`src/rtl/drum_sector_decoder_pkg.sv`:
```
// Shared constants, types and the Z2 sector-mark pattern for the drum sector decoder.
package drum_sector_decoder_pkg;
  localparam int WORD_BITS  = 40;
  localparam int ADDR_BITS  = 7;
  localparam int ADDR_POS   = 32;
  localparam int LOCK_WORDS = 2;
  localparam int CNT_W      = 6;
  localparam int GOOD_W     = $clog2(LOCK_WORDS + 1);

  typedef logic [CNT_W-1:0]     bitpos_t;
  typedef logic [ADDR_BITS-1:0] addr_t;
  typedef logic [GOOD_W-1:0]    good_t;

  localparam bitpos_t LAST_BIT   = bitpos_t'(WORD_BITS - 1);
  localparam bitpos_t ADDR_FIRST = bitpos_t'(ADDR_POS);
  localparam bitpos_t ADDR_LAST  = bitpos_t'(ADDR_POS + ADDR_BITS - 1);
  localparam bitpos_t MARK_A_LO  = bitpos_t'(31);
  localparam bitpos_t MARK_A_HI  = bitpos_t'(33);
  localparam bitpos_t MARK_B_LO  = bitpos_t'(38);
  localparam bitpos_t BIT_ONE    = bitpos_t'(1);
  localparam addr_t   ADDR_ONE   = addr_t'(1);
  localparam good_t   GOOD_ONE   = good_t'(1);
  localparam good_t   LOCK_LAST  = good_t'(LOCK_WORDS - 1);

  typedef enum logic [1:0] {S_HUNT, S_VERIFY, S_LOCKED} sync_state_t;

  // Z2 is high at the address-window mark and at the two-bit frame marker.
  function automatic logic z2_expected(input bitpos_t pos);
    return ((pos >= MARK_A_LO) && (pos <= MARK_A_HI)) ||
           ((pos >= MARK_B_LO) && (pos <= LAST_BIT));
  endfunction
endpackage

```
`src/rtl/drum_sector_decoder_if.sv`:
```
// Drum-track / control-side bundle of the sector decoder.
interface drum_sector_decoder_if;
  import drum_sector_decoder_pkg::*;

  logic    Z2;
  logic    Z3;
  logic    SEARCH;
  addr_t   TARGET;
  logic    LOCKED;
  bitpos_t BITCNT;
  addr_t   ADDR;
  logic    WORD_END;
  logic    INDEX;
  logic    FOUND;
  logic    SYNC_ERR;
  logic    SEQ_ERR;

  modport master (
    output Z2, Z3, SEARCH, TARGET,
    input  LOCKED, BITCNT, ADDR, WORD_END, INDEX, FOUND, SYNC_ERR, SEQ_ERR
  );

  modport slave (
    input  Z2, Z3, SEARCH, TARGET,
    output LOCKED, BITCNT, ADDR, WORD_END, INDEX, FOUND, SYNC_ERR, SEQ_ERR
  );
endinterface

```
`src/rtl/drum_frame_sync.sv`:
```
// Word framing from the Z2 track: marker hunt, bit counter, pattern check and lock state.
module drum_frame_sync
  import drum_sector_decoder_pkg::*;
(
  input  logic        clk,
  input  logic        rst_n,
  input  logic        z2,
  output sync_state_t state_q,
  output bitpos_t     bitcnt_q,
  output bitpos_t     pos,
  output logic        bit_ok,
  output logic        violation,
  output logic        sync_err_q
);
  sync_state_t state_d;
  bitpos_t     bitcnt_d;
  logic [1:0]  run_q, run_d;
  good_t       good_q, good_d;
  logic        sync_err_d;

  always_comb begin
    // pos is the position of the bit being sampled on this edge
    pos        = (bitcnt_q == LAST_BIT) ? '0 : bitpos_t'(bitcnt_q + BIT_ONE);
    violation  = (state_q != S_HUNT) && (z2 != z2_expected(pos));
    bit_ok     = (state_q != S_HUNT) && !violation;
    state_d    = state_q;
    bitcnt_d   = bitcnt_q;
    run_d      = run_q;
    good_d     = good_q;
    sync_err_d = 1'b0;
    case (state_q)
      S_HUNT: begin
        bitcnt_d = '0;
        if (z2) begin
          run_d = (run_q == 2'd3) ? 2'd3 : run_q + 2'd1;
        end else begin
          run_d = 2'd0;
          // exactly two highs then a low: this low sample is bit 0
          if (run_q == 2'd2) begin
            state_d = S_VERIFY;
            good_d  = '0;
          end
        end
      end
      default: begin
        if (violation) begin
          state_d    = S_HUNT;
          sync_err_d = 1'b1;
          bitcnt_d   = '0;
          run_d      = z2 ? 2'd1 : 2'd0;
        end else begin
          bitcnt_d = pos;
          if (state_q == S_VERIFY && pos == LAST_BIT) begin
            if (good_q == LOCK_LAST) state_d = S_LOCKED;
            else                     good_d  = good_q + GOOD_ONE;
          end
        end
      end
    endcase
  end

  always_ff @(posedge clk or negedge rst_n) begin
    if (!rst_n) begin
      state_q    <= S_HUNT;
      bitcnt_q   <= '0;
      run_q      <= 2'd0;
      good_q     <= '0;
      sync_err_q <= 1'b0;
    end else begin
      state_q    <= state_d;
      bitcnt_q   <= bitcnt_d;
      run_q      <= run_d;
      good_q     <= good_d;
      sync_err_q <= sync_err_d;
    end
  end
endmodule

```
`src/rtl/drum_sector_decoder.sv`:
```
// Drum read-side decoder: Z3 address capture, sequence/index checking and target search.
module drum_sector_decoder
  import drum_sector_decoder_pkg::*;
(
  input logic                  Z1,
  input logic                  CLR,
  drum_sector_decoder_if.slave bus
);
  sync_state_t state_q;
  bitpos_t     bitcnt_q, pos;
  logic        bit_ok, violation, sync_err_q;

  drum_frame_sync u_sync (
    .clk        (Z1),
    .rst_n      (CLR),
    .z2         (bus.Z2),
    .state_q    (state_q),
    .bitcnt_q   (bitcnt_q),
    .pos        (pos),
    .bit_ok     (bit_ok),
    .violation  (violation),
    .sync_err_q (sync_err_q)
  );

  addr_t sreg_q, sreg_d, addr_q, addr_d, target_q, target_d, next_addr;
  logic  word_end_q, word_end_d, index_q, index_d, found_q, found_d;
  logic  seq_err_q, seq_err_d, first_q, first_d;
  logic  search_q, search_d, armed_q, armed_d;
  logic  word_end, locked_end;

  always_comb begin
    sreg_d     = sreg_q;
    addr_d     = addr_q;
    target_d   = target_q;
    word_end_d = 1'b0;
    index_d    = 1'b0;
    found_d    = 1'b0;
    seq_err_d  = 1'b0;
    first_d    = first_q;
    search_d   = bus.SEARCH;
    armed_d    = armed_q;
    word_end   = bit_ok && (pos == LAST_BIT);
    locked_end = word_end && (state_q == S_LOCKED);
    next_addr  = addr_t'(addr_q + ADDR_ONE);

    if (bit_ok && (pos >= ADDR_FIRST) && (pos <= ADDR_LAST))
      sreg_d = {bus.Z3, sreg_q[ADDR_BITS-1:1]};

    if (word_end) begin
      addr_d     = sreg_q;
      word_end_d = 1'b1;
      index_d    = bus.Z3;
    end

    // first locked word has no trustworthy predecessor for the +1 check
    if (state_q != S_LOCKED) first_d = 1'b1;
    if (locked_end) begin
      seq_err_d = (!first_q && (sreg_q != next_addr)) || (bus.Z3 != (sreg_q == '0));
      first_d   = 1'b0;
      if (armed_q && (sreg_q == target_q)) begin
        found_d = 1'b1;
        armed_d = 1'b0;
      end
    end

    if (bus.SEARCH && !search_q) begin
      armed_d  = 1'b1;
      target_d = bus.TARGET;
    end else if (!bus.SEARCH && search_q) begin
      armed_d = 1'b0;
    end
    if (violation) armed_d = 1'b0;
  end

  always_ff @(posedge Z1 or negedge CLR) begin
    if (!CLR) begin
      sreg_q     <= '0;
      addr_q     <= '0;
      target_q   <= '0;
      word_end_q <= 1'b0;
      index_q    <= 1'b0;
      found_q    <= 1'b0;
      seq_err_q  <= 1'b0;
      first_q    <= 1'b1;
      search_q   <= 1'b0;
      armed_q    <= 1'b0;
    end else begin
      sreg_q     <= sreg_d;
      addr_q     <= addr_d;
      target_q   <= target_d;
      word_end_q <= word_end_d;
      index_q    <= index_d;
      found_q    <= found_d;
      seq_err_q  <= seq_err_d;
      first_q    <= first_d;
      search_q   <= search_d;
      armed_q    <= armed_d;
    end
  end

  assign bus.LOCKED   = (state_q == S_LOCKED);
  assign bus.BITCNT   = bitcnt_q;
  assign bus.ADDR     = addr_q;
  assign bus.WORD_END = word_end_q;
  assign bus.INDEX    = index_q;
  assign bus.FOUND    = found_q;
  assign bus.SYNC_ERR = sync_err_q;
  assign bus.SEQ_ERR  = seq_err_q;
endmodule

```
`src/flat_wrapper.sv`:
```
// flat-port wrapper written by rule: the top's interface ports become plain ports
module drum_sector_decoder_flat import drum_sector_decoder_pkg::*;
  (Z1, CLR, bus_Z2, bus_Z3, bus_SEARCH, bus_TARGET, bus_LOCKED, bus_BITCNT, bus_ADDR, bus_WORD_END, bus_INDEX, bus_FOUND, bus_SYNC_ERR, bus_SEQ_ERR);
  drum_sector_decoder_if bus_i ();
  input logic Z1;
  input logic CLR;
  input wire logic [$bits(bus_i.Z2)-1:0] bus_Z2;
  input wire logic [$bits(bus_i.Z3)-1:0] bus_Z3;
  input wire logic [$bits(bus_i.SEARCH)-1:0] bus_SEARCH;
  input wire logic [$bits(bus_i.TARGET)-1:0] bus_TARGET;
  output wire logic [$bits(bus_i.LOCKED)-1:0] bus_LOCKED;
  output wire logic [$bits(bus_i.BITCNT)-1:0] bus_BITCNT;
  output wire logic [$bits(bus_i.ADDR)-1:0] bus_ADDR;
  output wire logic [$bits(bus_i.WORD_END)-1:0] bus_WORD_END;
  output wire logic [$bits(bus_i.INDEX)-1:0] bus_INDEX;
  output wire logic [$bits(bus_i.FOUND)-1:0] bus_FOUND;
  output wire logic [$bits(bus_i.SYNC_ERR)-1:0] bus_SYNC_ERR;
  output wire logic [$bits(bus_i.SEQ_ERR)-1:0] bus_SEQ_ERR;
  assign bus_i.Z2 = bus_Z2;
  assign bus_i.Z3 = bus_Z3;
  assign bus_i.SEARCH = bus_SEARCH;
  assign bus_i.TARGET = bus_TARGET;
  assign bus_LOCKED = bus_i.LOCKED;
  assign bus_BITCNT = bus_i.BITCNT;
  assign bus_ADDR = bus_i.ADDR;
  assign bus_WORD_END = bus_i.WORD_END;
  assign bus_INDEX = bus_i.INDEX;
  assign bus_FOUND = bus_i.FOUND;
  assign bus_SYNC_ERR = bus_i.SYNC_ERR;
  assign bus_SEQ_ERR = bus_i.SEQ_ERR;
  drum_sector_decoder u_core (.Z1(Z1), .CLR(CLR), .bus(bus_i));
endmodule
```
`config.mk`:
```
export PLATFORM = sky130hd
export DESIGN_NAME = drum_sector_decoder_flat
export DESIGN_NICKNAME = d
export VERILOG_FILES = /design/src/rtl/drum_sector_decoder_pkg.sv /design/src/rtl/drum_sector_decoder_if.sv /design/src/rtl/drum_frame_sync.sv /design/src/rtl/drum_sector_decoder.sv /design/src/flat_wrapper.sv
export SDC_FILE = /design/constraint.sdc
export NUM_CORES = 1
export LEC_CHECK = 0
export BUFFER_PORTS_ARGS = -buffer_cell sky130_fd_sc_hd__buf_2
export CORE_MARGIN = 5
export CORE_UTILIZATION = 61
export DETAILED_ROUTE_END_ITERATION = 16
export GPL_ROUTABILITY_DRIVEN = 0
export HOLD_SLACK_MARGIN = 0.06
export PLACE_DENSITY = 0.92
export SLEW_MARGIN = 0
export SYNTH_ARGS = -nofsm -noshare
export SYNTH_HDL_FRONTEND = slang
export SYNTH_SLANG_ARGS = --single-unit
export TNS_END_PERCENT = 30
```
`constraint.sdc`:
```
create_clock -name Z1 -period 5 [get_ports Z1]
set_clock_uncertainty 0.15 [all_clocks]
set_input_delay 1 -clock Z1 [delete_from_list [all_inputs] [get_ports Z1]]
set_output_delay 1 -clock Z1 [all_outputs]
set_load 0.02 [all_outputs]
```
### Word-level counts from Yosys, hierarchy flattened

Cells that the tools add are included.

| word-level totals | value |
|---|---|
| logic and storage cells | 107 |
| flip-flop bits (word level) | 41 |
| output and inout port bits | 19 |
| bits of input ports | 12 |

| operators by class | value |
|---|---|
| reductions and logical operators | 32 |
| order comparisons | 6 |
| add/subtract/negate cells | 4 |
| equality and inequality tests | 16 |
| muxes and demuxes | 34 |

Operator list:

| cell | count |
|---|---|
| $mux 2 | 16 |
| $le 6x6->1 const B | 3 |
| $mux 6 | 3 |
| $mux 1 | 15 |
| $logic_and 1x1->1 | 13 |
| $eq 6x6->1 const B | 2 |
| $ge 6x6->1 const B | 2 |
| $reduce_bool 2->1 | 4 |
| $reduce_bool 4->1 | 2 |
| $add 7x1->7 const B | 1 |
| $eq 7x7->1 | 1 |
| $logic_not 7->1 | 1 |
| $ne 7x7->1 | 1 |
| $add 6x1->6 const B | 1 |
| $eq 2x2->1 const B | 3 |
| $ge 6x5->1 const B | 1 |
| $ne 2x2->1 const B | 3 |
| $reduce_bool 3->1 | 2 |
| $reduce_and 5->1 | 1 |
| $add 2x1->2 const B | 2 |
| $eq 2x1->1 const B | 2 |
| $logic_not 1->1 | 4 |
| $ne 2x1->1 const B | 2 |
| $reduce_and 4->1 | 1 |
| 4 further kinds | 6 |

### Logic depth before layout (Yosys ltp)

| depth | value |
|---|---|
| depth in word-level cells | 15 |
| depth in mapped cells | 10 |
| gate-level depth less buffers | 9 |

### Cells and area by module

From an unflattened synthesis, not the netlist that was laid out.

| unflattened totals | value |
|---|---|
| cells, all modules | 223 |
| area, all modules | 2329.7 um2 |

By module, submodules not included:

| module | cells each | area an instance (um2) | times used | sequential area each (um2) |
|---|---|---|---|---|
| drum_sector_decoder | 118 | 1333.8 | 1 | 701.9 |
| drum_frame_sync | 105 | 996.0 | 1 | 325.3 |

### Worst setup path before layout

No wires, ideal clock.

| timing path | value |
|---|---|
| path kind | flip-flop to flip-flop |
| start | register u_core.u_sync.bitcnt_q[0] |
| end | register u_core.sreg_q[0] |
| setup slack | 1.878 ns |
| required time | 4.725 ns |
| arrival | 2.847 ns |
| setup time | 0.125 ns |
| clock period less this slack | 3.122 ns |
| buffers on the path | 1 |
| stages on the path, launching flop included | 10 |
| cells stage by stage | dfrtp_1 -> ha_1 -> and4b_1 -> mux2i_1 -> a2bb2oi_2 -> o41a_4 -> mux2i_1 -> buf_6 -> nor3_4 -> mux2_4 |

| on the way | value |
|---|---|
| cells in the longest elaborated chain, start to end | 11 |
| elaborated cells between the ends (all ways) | 18 |
| those cells by class | add/sub (1); order compare (6); eq/ne (2); mux (1); reduce/logical (8) |

Ends and longest elaborated chain:

| what | RTL line | text |
|---|---|---|
| start: declaration | drum_frame_sync.sv:9 | `output bitpos_t bitcnt_q,` |
| start signal: assignment | drum_frame_sync.sv:71 | `bitcnt_q <= bitcnt_d;` |
| $add 6x1->6 / $eq 6x6->1 (equally long branches) | drum_frame_sync.sv:23 | `pos = (bitcnt_q == LAST_BIT) ? '0 : bitpos_t'(bitcnt_q + BIT_ONE);` |
| $mux 6 (*) | drum_frame_sync.sv:23 |  |
| $ge 6x5->1, or another cell as far along | drum_sector_decoder_pkg.sv:29 | `return ((pos >= MARK_A_LO) && (pos <= MARK_A_HI)) \|\|` |
| $logic_and 1x1->1, on equally long branches | drum_sector_decoder_pkg.sv:29, drum_sector_decoder_pkg.sv:30 |  |
| $logic_or 1x1->1 | drum_sector_decoder_pkg.sv:29 |  |
| $ne 1x1->1 | drum_frame_sync.sv:24 | `violation = (state_q != S_HUNT) && (z2 != z2_expected(pos));` |
| $logic_and 1x1->1 | drum_frame_sync.sv:24 |  |
| $logic_not 1->1 | drum_frame_sync.sv:25 | `bit_ok = (state_q != S_HUNT) && !violation;` |
| $logic_and 1x1->1 | drum_frame_sync.sv:25 |  |
| $logic_and 1x1->1 | drum_sector_decoder.sv:46 | `if (bit_ok && (pos >= ADDR_FIRST) && (pos <= ADDR_LAST))` |
| $logic_and 1x1->1 (*) | drum_sector_decoder.sv:46 |  |
| end signal: assignment | drum_sector_decoder.sv:88 | `sreg_q <= sreg_d;` |
| end: declaration | drum_sector_decoder.sv:25 | `addr_t sreg_q, sreg_d, addr_q, addr_d, target_q, target_d, next_addr;` |

Mark *: on every way between the ends. The rest lies on a longest branch, timed or not.
A chain may end at the register's enable or synchronous reset.

### Final worst setup path

| timing path | value |
|---|---|
| start | register u_core.u_sync.bitcnt_q[0] |
| end | register u_core.addr_q[6] (netlist: u_core.bus.ADDR[6]) |

| on the way | value |
|---|---|
| cells in the longest elaborated chain, start to end | 10 |
| elaborated cells between the ends (all ways) | 16 |
| those cells by class | add/sub (1); order compare (4); eq/ne (3); mux (1); reduce/logical (7) |

Ends and longest elaborated chain:

| what | RTL line | text |
|---|---|---|
| $add 6x1->6 / $eq 6x6->1 (equally long branches) | drum_frame_sync.sv:23 |  |
| $mux 6 (*) | drum_frame_sync.sv:23 |  |
| $ge 6x5->1, or another cell as far along | drum_sector_decoder_pkg.sv:29 |  |
| $logic_and 1x1->1, on equally long branches | drum_sector_decoder_pkg.sv:29, drum_sector_decoder_pkg.sv:30 |  |
| $logic_or 1x1->1 | drum_sector_decoder_pkg.sv:29 |  |
| $ne 1x1->1 | drum_frame_sync.sv:24 |  |
| $logic_and 1x1->1 | drum_frame_sync.sv:24 |  |
| $logic_not 1->1 | drum_frame_sync.sv:25 |  |
| $logic_and 1x1->1 | drum_frame_sync.sv:25 |  |
| $logic_and 1x1->1 (*) | drum_sector_decoder.sv:42 | `word_end = bit_ok && (pos == LAST_BIT);` |
| end signal: assignment | drum_sector_decoder.sv:89 | `addr_q <= addr_d;` |
| end: declaration | drum_sector_decoder.sv:25 |  |

Marks and branches as above.

==> impl_metrics.env <==
export IMPL_crit_chain="ha_1 -> and4b_1 -> mux2i_1 -> a2bb2oi_2 -> o41a_4 -> mux2i_1 -> nand2b_1 -> mux2_1"
export IMPL_peakVddDrop_v=0.000208
export IMPL_vias=1620
export IMPL_cts_tree="done"
export IMPL_slowest_delay_ps=750
export IMPL_cp_buffers_inverters=0
export IMPL_port_buffers=30
export IMPL_final_period_utilization_pct=77.7
export IMPL_drv_cap=0
export IMPL_p_comb_share_pct=16.6
export IMPL_power_switching_uw=211
export IMPL_final_hold_viol_count=0
export IMPL_critPathMaxFanout=11
export IMPL_core_area_um2=3630
export IMPL_antenna_cells=0
export IMPL_p_total_uw=779
export IMPL_synth_edf_count=0
export IMPL_synth_seq_cells=41
export IMPL_synthSimpleGateAreaFrac_pct=15.6
export IMPL_cp_end_kind="flop"
export IMPL_die_y_um=71.1
export IMPL_drv_slew=0
export IMPL_grt_pass1_vias=1570
export IMPL_seq_area_frac_synth_pct=45.1
export IMPL_crit_path_start_kind="flop"
export IMPL_first_pass_iters=4
export IMPL_path_class="reg -> reg"
export IMPL_numClockSinks=41
export IMPL_internal_power_uw=568
export IMPL_synth_top_family_by_area="simple AND/OR/NAND/NOR gates"
export IMPL_dieArea_um2=5060
export IMPL_syn2layout_area_growth_pct=12.0
export IMPL_finalSetupViolCount=0
export IMPL_hold_class="reg -> reg"
export IMPL_grt_antenna_before_repair=0
export IMPL_synth_cells=208
export IMPL_fin_tns_setup_ps=0
export IMPL_tightest_slew_ps=955
export IMPL_cts_resized_gates=0
export IMPL_htree_levels=2
export IMPL_wl_mm=4.44
export IMPL_grt_overflow_total=0
export IMPL_insertion_delay_ps=300
export IMPL_rsz0062_at_grt="no"
export IMPL_muxShareOfSynthArea_pct=12.9
export IMPL_post_route_min_period_ps=3890
export IMPL_drcViolationCount=0
export IMPL_timing_critical_path_mode_cell="mux2i_1"
export IMPL_nFillCells=269
export IMPL_avgRoutedWirePerCell_um=15.5
export IMPL_p_per_area_nw_per_um2=305
export IMPL_fin_area_um2=2550
export IMPL_avgViaCountPerCell=5.64
export IMPL_setup_ws_ps=1110
export IMPL_synth_fa_ha_area_share_pct=3.73
export IMPL_clk_pin_slew_ps=80
export IMPL_place_area_um2=2440
export IMPL_relSlewSlack_pct=34.5
export IMPL_drive_gt1_share_pct=24.3
export IMPL_synth_largest_area_cell="dfrtp_1"
export IMPL_crit_arrival_ps=3910
export IMPL_synthTopCellsByArea="dfrtp_1, mux2_4, xor2_1, mux2_2, mux2_1"
export IMPL_start_util_pct=62.7
export IMPL_nNetsFinal=256
export IMPL_multi_input_area_um2=1160
export IMPL_synth_xor_area_share_pct=8.07
export IMPL_synth_top_area_share_pct=43.9
export IMPL_ys_types=52
export IMPL_status="complete, no violations"
export IMPL_p_leak_uw=0.00122
export IMPL_pwr_share_seq_pct=49.9
export IMPL_cts_buffer_depth=2
export IMPL_power_share_clock_pct=33.4
export IMPL_postCtsSetupRepairBufs=0
export IMPL_dpl_worst_slack_ps=1210
export IMPL_grt_first_pass_wirelength_mm=7.59
export IMPL_drt_iter0_drc=147
export IMPL_dp_hpwl_mm=3.12
export IMPL_whs_ps=366
export IMPL_antenna_left=0
export IMPL_synth_area_um2=2280
export IMPL_rows=22
export IMPL_avgSynthCellArea_um2=11.0
export IMPL_io_pins=31
export IMPL_synthesis_nets=226
export IMPL_cts_root_buf="clkbuf_8"
export IMPL_cp_slowest_cell="mux2i_1"
export IMPL_max_freq_ghz=0.257
export IMPL_grt_usage_pct=19.5
export IMPL_cp_top_family="multiplexers"
export IMPL_crit_required_ps=5030
export IMPL_die_w_um=71.1
export IMPL_swShare_pct=27.1
export IMPL_synth_flop_cell="dfrtp_1"
export IMPL_async_flop_share_pct=100
export IMPL_synth_warnings=0
export IMPL_cts_buffers=5
export IMPL_synth_compound_area_share_pct=10.7
export IMPL_grt_max_degree=42
export IMPL_holdBufCountCts=0
export IMPL_regArea_um2=1030
-- cell families after synthesis --
kind of cell,count (synthesis)
buffers and inverters,19
muxes,24
AOI/OAI and AO/OA,33
and+or+nand+nor,63
DFF,41
xor gates and xnor gates,21
adders and majority gates,7
-- power groups by stage --
stage | logic (uW) | registers, uW | clock network, uW
floorplan | 92.2 | 394 | 0
global placement | 123 | 392 | 0
detailed placement | 129 | 394 | 0
CTS | 130 | 388 | 266
global route | 148 | 393 | 278
finish | 130 | 389 | 260
-- sequential cells by signal (all words and copies together), names as in the netlist, 2 cells and up --
register                count
u_core.sreg_q               7
u_core.u_sync.state_q       2
u_core.u_sync.bitcnt_q      6
u_core.bus.ADDR             7
u_core.target_q             7
u_core.u_sync.run_q         2
u_core.u_sync.good_q        2
-- worst register-to-register path, stage by stage (launching register included) --
cell and delay, ps:
dfrtp_1 470, ha_1 330, and4b_1 330, mux2i_1 110, a2bb2oi_2 160, o41a_4 540
mux2i_1 750, nand2b_1 550, mux2_1 380
-- cells in the final DEF (no fill, tap or decap), drive strengths merged, types with 5 or more instances in the layout --
master / synthesis / layout
dfrtp: 40 / 40
buf: 5 / 30
mux2: 22 / 22
nor2: 20 / 20
xor2: 12 / 12
inv: 12 / 12
xnor2: 9 / 9
o21ai: 7 / 7
nand2: 6 / 6
nand2b: 6 / 6
ha: 6 / 6
clkbuf: 2 / 6
a21oi: 5 / 5
-- Yosys cell counts (all sizes together) (2+ instances only) --
cell	instances
dfrtp	40
nor2b	4
mux2	22
nand4	3
nand2b	6
a31oi	2
inv	12
mux2i	2
buf	5
a21oi	5
or4	2
ha	6
nor2	20
nor4	4
and2	4
nand3	3
o21ai	7
nor3	4
o31ai	4
clkbuf	2
a211oi	2
xnor2	9
nand2	6
a22oi	2
xor2	12
-- through the flow --
| stage | utilization [%] | instances |
|---|---|---|
| after floorplan | - | 208 |
| after global placement | 67.3 | 279 |
| after detailed placement | 67.3 | 279 |
| after CTS | 70.2 | 287 |
| after global routing | 70.2 | 287 |
| final | 70.2 | 287 |
-- area by class of cell --
| class | count | area share, % |
|---|---|---|
| clock buffers | 6 | 2.84 |
| clock inverters | 2 | 1.37 |
| inverters | 12 | 1.76 |
| multi-input cells | 148 | 45.5 |
| flip-flops and latches | 41 | 40.2 |
| well taps | 48 | 2.35 |
| repair buffers | 30 | 5.88 |
-- layer usage --
layer  wire length [um]  up-vias  global-route usage (%)
li1                   -      794                       -
met1               2010      777                    25.4
met2               2110       41                    30.3
met3                218        8                    5.54
met4                 99        0                    8.77
met5                  0        -                       0
-- path summary, 6_finish.rpt --
kind	startpoint	end	slack, ps	cells past startpoint
worst max-delay path	u_core.u_sync.bitcnt_q[0]	u_core.bus.ADDR[6]	1110	8
worst min-delay path	u_core.first_q	u_core.first_q	370	1
worst max register to register	u_core.u_sync.bitcnt_q[0]	u_core.bus.ADDR[6]	1110	8
worst min register to register	u_core.first_q	u_core.first_q	370	1
min in group asynchronous	CLR	u_core.target_q[0]	670	1
max in group asynchronous	CLR	u_core.u_sync.bitcnt_q[5]	3490	1
(Power assumes the default switching activity.)
